[config.mk]
export PLATFORM = sky130hd
export DESIGN_NAME = rr_stream_mux
export DESIGN_NICKNAME = d
export VERILOG_FILES = /design/src/rtl/rr_stream_mux.sv
export SDC_FILE = /design/constraint.sdc
export NUM_CORES = 1
export LEC_CHECK = 0
export BUFFER_PORTS_ARGS = -buffer_cell sky130_fd_sc_hd__buf_2
export CAP_MARGIN = 20
export CORE_ASPECT_RATIO = 0.5
export CORE_MARGIN = 2
export CORE_UTILIZATION = 28
export DETAILED_ROUTE_END_ITERATION = 12
export GPL_ROUTABILITY_DRIVEN = 1
export GPL_TIMING_DRIVEN = 0
export PLACE_DENSITY = 0.55
export SETUP_SLACK_MARGIN = 0.02
export SLEW_MARGIN = 10
export SYNTH_ARGS = -nofsm -noshare
export SYNTH_HDL_FRONTEND = slang
export SYNTH_SLANG_ARGS = --single-unit
export TNS_END_PERCENT = 50
[constraint.sdc]
create_clock -name clk -period 3 [get_ports clk]
set_input_delay 0.45 -clock clk [delete_from_list [all_inputs] [get_ports clk]]
set_output_delay 0.45 -clock clk [all_outputs]
set_load 0.02 [all_outputs]
[src/rtl/rr_stream_mux.sv]
// rr_stream_mux: N-input valid/ready round-robin arbiter feeding one
// registered output slice. Optional packet lock (hold the grant on one
// channel until its last beat) is enabled with RR_STREAM_MUX_PKT_LOCK_EN.
module rr_stream_mux #(
  parameter int N = 4,
  parameter int W = 8,
  localparam int SEL_W = (N > 1) ? $clog2(N) : 1
) (
  input  logic             clk,
  input  logic             rst_n,
  input  logic [N-1:0]     in_valid,
  input  logic [N*W-1:0]   in_data,
  output logic [N-1:0]     in_ready,
`ifdef RR_STREAM_MUX_PKT_LOCK_EN
  input  logic [N-1:0]     in_last,
  output logic             out_last,
`endif
  output logic             out_valid,
  output logic [W-1:0]     out_data,
  output logic [SEL_W-1:0] out_sel,
  input  logic             out_ready
);

  logic [N-1:0][W-1:0] data_arr;
  logic [SEL_W-1:0]    ptr;
  logic [SEL_W-1:0]    gnt;
  logic [SEL_W-1:0]    gnt_nxt;
  logic [SEL_W:0]      idx_sum;
  logic                gnt_vld;
  logic                load_en;

`ifdef RR_STREAM_MUX_PKT_LOCK_EN
  logic                locked;
  logic [SEL_W-1:0]    lock_ch;
`endif

  assign data_arr = in_data;
  assign load_en  = !out_valid || out_ready;
  // pointer after a grant, wrapping N-1 -> 0 (constant 0 when N=1)
  assign gnt_nxt  = (gnt == SEL_W'(N-1)) ? '0 : gnt + SEL_W'(1);

  // round-robin scan from ptr; descending loop so the closest channel wins
  always_comb begin
    gnt_vld = 1'b0;
    gnt     = '0;
    idx_sum = '0;
    for (int k = N-1; k >= 0; k--) begin
      idx_sum = {1'b0, ptr} + (SEL_W+1)'(k);
      if (idx_sum >= (SEL_W+1)'(N)) idx_sum = idx_sum - (SEL_W+1)'(N);
      if (in_valid[idx_sum[SEL_W-1:0]]) begin
        gnt_vld = 1'b1;
        gnt     = idx_sum[SEL_W-1:0];
      end
    end
`ifdef RR_STREAM_MUX_PKT_LOCK_EN
    // a locked packet owns the arbiter even while its channel is idle
    if (locked) begin
      gnt     = lock_ch;
      gnt_vld = in_valid[lock_ch];
    end
`endif
  end

  // one-hot ready to the granted channel; held low during reset
  for (genvar i = 0; i < N; i++) begin : g_rdy
    assign in_ready[i] = rst_n && load_en && gnt_vld && (gnt == SEL_W'(i));
  end

  // output slice, pointer and lock state
  always_ff @(posedge clk or negedge rst_n) begin
    if (!rst_n) begin
      out_valid <= 1'b0;
      out_data  <= '0;
      out_sel   <= '0;
      ptr       <= '0;
`ifdef RR_STREAM_MUX_PKT_LOCK_EN
      out_last  <= 1'b0;
      locked    <= 1'b0;
      lock_ch   <= '0;
`endif
    end else if (load_en) begin
      if (gnt_vld) begin
        out_valid <= 1'b1;
        out_data  <= data_arr[gnt];
        out_sel   <= gnt;
`ifdef RR_STREAM_MUX_PKT_LOCK_EN
        out_last  <= in_last[gnt];
        if (in_last[gnt]) begin
          locked <= 1'b0;
          ptr    <= gnt_nxt;
        end else begin
          locked  <= 1'b1;
          lock_ch <= gnt;
        end
`else
        ptr       <= gnt_nxt;
`endif
      end else begin
        out_valid <= 1'b0;
      end
    end
  end

endmodule
== Word-level counts from Yosys, hierarchy flattened ==
Index checks and enable logic that the tools add are counted.

* Logic and storage cells: 58
* Flip-flop bits (word level): 13

* Eq/ne operators: 3
* Reduce and logical (&&, ||, !) cells: 10
* Multiplexer cells: 24
* Add/sub/neg operators: 8
* $lt $le $gt $ge: 9

{| class="wikitable"
|+ Operator list
! kind !! number
|-
| $mux 2 || 9
|-
| $bmux 8 s2 || 1
|-
| $lt 2x3->1 const B || 5
|-
| $ge 3x3->1 const B || 3
|-
| $mux 1 || 9
|-
| $bmux 1 s2 || 4
|-
| $mux 8 || 1
|-
| $sub 2x1->2 const B || 4
|-
| $add 2x2->3 const B || 2
|-
| $logic_and 1x1->1 || 6
|-
| $eq 2x2->1 const B || 2
|-
| $add 2x1->3 const B || 1
|-
| $ge 2x3->1 const B || 1
|-
| $add 2x1->2 const B || 1
|-
| $eq 2x1->1 const B || 1
|-
| $logic_not 2->1 || 1
|-
| $reduce_and 2->1 || 1
|-
| $logic_not 1->1 || 1
|-
| $logic_or 1x1->1 || 1
|}

== Depth between registers and ports, before layout ==
* Depth after elaboration: 11
* Depth in mapped cells: 6

== Worst setup path after synthesis ==
Ideal clock, no wire load.

* Kind: input to output
* From: input port in_valid[2]
* To: output port in_ready[2]
* Setup slack: 0.702 ns
* Stages on the path: 5
* Arrival: 1.848 ns
* Path through: nor2b_1 a211o_1 clkbuf_1 nand2_1 nor3b_1

* Longest elaborated chain between the ends: 8
* Elaborated cells on any way between the ends: 19
* Those cells by class: eq/ne: 1; mux: 16; reduce/logical: 2

{| class="wikitable"
|+ Ends and longest elaborated chain
! item !! line !! RTL
|-
| start: declaration || 11 || <nowiki>input logic [N-1:0] in_valid,</nowiki>
|-
| $bmux 1 s2 || 50 || <nowiki>if (in_valid[idx_sum[SEL_W-1:0]]) begin</nowiki>
|-
| $mux 1 (not written as such) || 50 ||
|-
| $mux 2 or $mux 1 (tied branches) (4 in a row) || 50 ||
|-
| $eq 2x2->1 or $logic_and 1x1->1 (tied branches) || 66 || <nowiki>assign in_ready[i] = rst_n && load_en && gnt_vld && (gnt == SEL_W'(i));</nowiki>
|-
| $logic_and 1x1->1 (*) || 66 ||
|-
| end: declaration || 13 || <nowiki>output logic [N-1:0] in_ready,</nowiki>
|}

Mark *: on every way between the ends. The rest lies on a longest branch, timed or not. The select of a mux whose other input is x is not followed.

== Worst setup path in the final report ==
* From: register ptr[0]
* To: output port in_ready[2]

* Longest elaborated chain between the ends: 11
* Elaborated cells on any way between the ends: 34
* Those cells by class: add/sub: 7; order compare: 4; eq/ne: 1; mux: 20; reduce/logical: 2

{| class="wikitable"
|+ Ends and longest elaborated chain
! item !! line !! RTL
|-
| start: declaration || 25 || <nowiki>logic [SEL_W-1:0] ptr;</nowiki>
|-
| start signal: assignment || 96 || <nowiki>ptr <= gnt_nxt;</nowiki>
|-
| $add 2x2->3 || 48 || <nowiki>idx_sum = {1'b0, ptr} + (SEL_W+1)'(k);</nowiki>
|-
| $ge 3x3->1 or $sub 2x1->2 (tied branches) || 49 || <nowiki>if (idx_sum >= (SEL_W+1)'(N)) idx_sum = idx_sum - (SEL_W+1)'(N);</nowiki>
|-
| $mux 2 || 49 ||
|-
| $bmux 1 s2 || 50 ||
|-
| $mux 1 (not written as such) || 50 ||
|-
| $mux 2 or $mux 1 (tied branches) (4 in a row) || 50 ||
|-
| $eq 2x2->1 or $logic_and 1x1->1 (tied branches) || 66 ||
|-
| $logic_and 1x1->1 (*) || 66 ||
|}

Marked as above.

==> flow_metrics.tcl <==
set metrics [dict create \
    fp.dieW_microns 84.83 \
    worst_pin_slew_ns 0.6900 \
    synth_cell_type_count 33 \
    syn_area_sq_um 914.6 \
    grt_pass1_wl_microns 4112 \
    antenna_found_initial 0 \
    placed_area_sq_mm 0.001235 \
    cts_made_buffers 3 \
    critPathMaxStageDelay_ns 0.41 \
    design_area_sq_mm 0.001280 \
    diodes 0 \
    drt_pass1_iterations 4 \
    p_comb_share_pct 56.3 \
    rows 14 \
    layout_common_cells "buf_2 (54), dfrtp_1 (13), a21oi_1 (9)" \
    wl_microns 2586 \
    fin_skew_ns 0.001460 \
    fp.dieH_microns 44.42 \
    grt_max_degree 16 \
    critPathKind "reg -> out" \
    synthFlopType "dfrtp_1" \
    post-route-min-period_ns 2.539 \
    dieArea_sq_mm 0.003768 \
    cp-start-kind "flop" \
    synth_nets 132 \
    drt_iter0_drc 21 \
    max_slew_margin_pct 53.83 \
    yosysWarnings 0 \
    ant_nets 0 \
    clk_pin_slew_worst_paths_ns 0.05 \
    min_path_type "in -> async" \
    avgSynthCellArea_sq_um 9.835 \
    critPathTopFamily "simple AND/OR/NAND/NOR gates" \
    initial_core_util_pct 29.84 \
    power.density_mw_per_mm2 830.8 \
    p_sw_mw 0.4523 \
    p_total_mw 1.063 \
    clkPwrFrac_pct 14.9 \
    worstPathRequired_ns 2.55 \
    wire_per_inst_microns 13.54 \
    synth-seq-cells 13 \
    async_flop_share_pct 100.0 \
    port_buffers 53 \
    core_region_area_sq_mm 0.003065 \
    grt_pass1_vias 850 \
    track_usage_pct 14.34 \
    seq_power_share_pct 28.8 \
    sw_frac_of_total_pct 42.53 \
    cp-end-kind "output pin" \
    cp.arrival_ns 2.09 \
    postCtsSetupRepairBufs 0 \
    root_buffer "clkbuf_8" \
    overflow 0 \
    vdd_drop_max_mv 0.2504 \
    htree_num_levels 1 \
    status "complete, no violations" \
    drive_gt1_share_pct 48.34 \
    tritoncts "yes" \
    setup_viol 0 \
    fmax_ghz 0.3939 \
    worst-path-buf-inv 2 \
    post-place-ws_ns 0.5297 \
    synth_seq_area_share_pct 35.57 \
    synth_edf_count 0 \
    gp_congestion 0.7692 \
    io_pins 54 \
    viasPerCell 4.916 \
    cts_resized 0 \
    ctsHoldBuffers 0 \
    fin_tns_setup_ns 0 \
    layout_commonest_cell "buf_2" \
    vias 939 \
    leakage_nw 0.6295 \
    finalNetCount 191 \
    clock_latency_ns 0.25 \
    post-route-period-util_pct 84.62 \
    slew_violations 0 \
    cp_cell_sequence "nor2b_1 > a211o_1 > clkbuf_1 > nand2_1 > nor3b_1 > buf_2" \
    cts_buffer_depth 2 \
    setup_ws_ns 0.4614 \
    maxCapViolCount 0 \
    synth_cells 93 \
    internal-power_mw 0.6112 \
    syn_to_final_growth_pct 39.95 \
    rsz0062_at_grt "false" \
    dp_hpwl_microns 1994 \
    drc 0 \
    hold_violations 0 \
    slowest_stage "dfrtp_1" \
    crit_path_max_fanout 9 \
    cts_sinks 13 \
]
==> registers in the layout (all words and copies together) (netlist names) <==
name       count
out_data       8
out_sel        2
out_valid      1
ptr            2
==> power groups by stage <==
stage	Sequential (mW)	Clock [mW]	Combinational, mW
after floorplan	0.382	0	0.350
after global placement	0.307	0	0.603
after detailed placement	0.309	0	0.603
after CTS	0.306	0.164	0.606
after global routing	0.316	0.170	0.652
final	0.306	0.158	0.599
==> per-stage QoR <==
step / cells / utilization [%] / hold WS (ns)
floorplan: 93 / - / 0.1544
global placement: 186 / 40.12 / 0.3707
detailed placement: 187 / 40.29 / 0.3655
CTS: 191 / 41.76 / 0.09916
global route: 191 / 41.76 / 0.1171
finish: 191 / 41.76 / 0.09506
==> area by class of cell <==
cell class	count	area, sq um
multi-input combinational	74	559.3
sequential	13	325.3
fill	314	1785
timing repair buffer	54	270.3
inverter	2	7.507
tap	40	50.05
buffer	4	22.52
clock buffer	4	45.04
==> synth_stat cells (2+ instances only) <==
library cell,n,share of area [%]
nor2_1,2,0.82
inv_2,2,0.82
clkbuf_1,2,0.82
a21oi_1,9,4.9
dfrtp_1,13,36
mux2_4,7,11
nand3_1,8,4.4
nand2_1,8,3.3
a221o_1,8,8.8
o21ai_1,3,1.6
nor3_1,2,1.1
o21ai_0,8,4.4
==> cells by family (layout without fill, tap and decap cells) <==
family,count (synthesis),in the layout,synth area share (%)
buffers and inverters,6,64,3.283
AO/OA/AOI/OAI,35,35,27.22
flip-flops,13,13,35.57
multiplexers,9,9,13.95
XOR/XNOR,1,1,0.9578
AND/OR/NAND/NOR,29,29,19.02
==> layer usage <==
metal,routed length (microns),part of all wire [%],global-route usage (%)
met5,0,0,0
met4,10,0.39,3.810
met3,101,3.9,5.410
met2,1242,48,22.83
met1,1232,48,18.71
==> worst paths after layout <==
kind	from	end	slack [ns]	depth (start not counted)
worst max-delay path	ptr[0]$_DFFE_PN0P_	in_ready[2]	0.46	6
worst min-delay path	rst_n	out_data[1]$_DFFE_PN0P_	0.1	1
worst max register to register	ptr[1]$_DFFE_PN0P_	out_data[3]$_DFFE_PN0P_	0.97	5
worst min register to register	out_sel[0]$_DFFE_PN0P_	out_sel[0]$_DFFE_PN0P_	0.48	2
max in group asynchronous	rst_n	out_sel[1]$_DFFE_PN0P_	2.66	1
min in group clk	in_valid[2]	out_valid$_DFFE_PN0N_	0.46	3
Note: power is estimated with default switching activity, not from simulation.
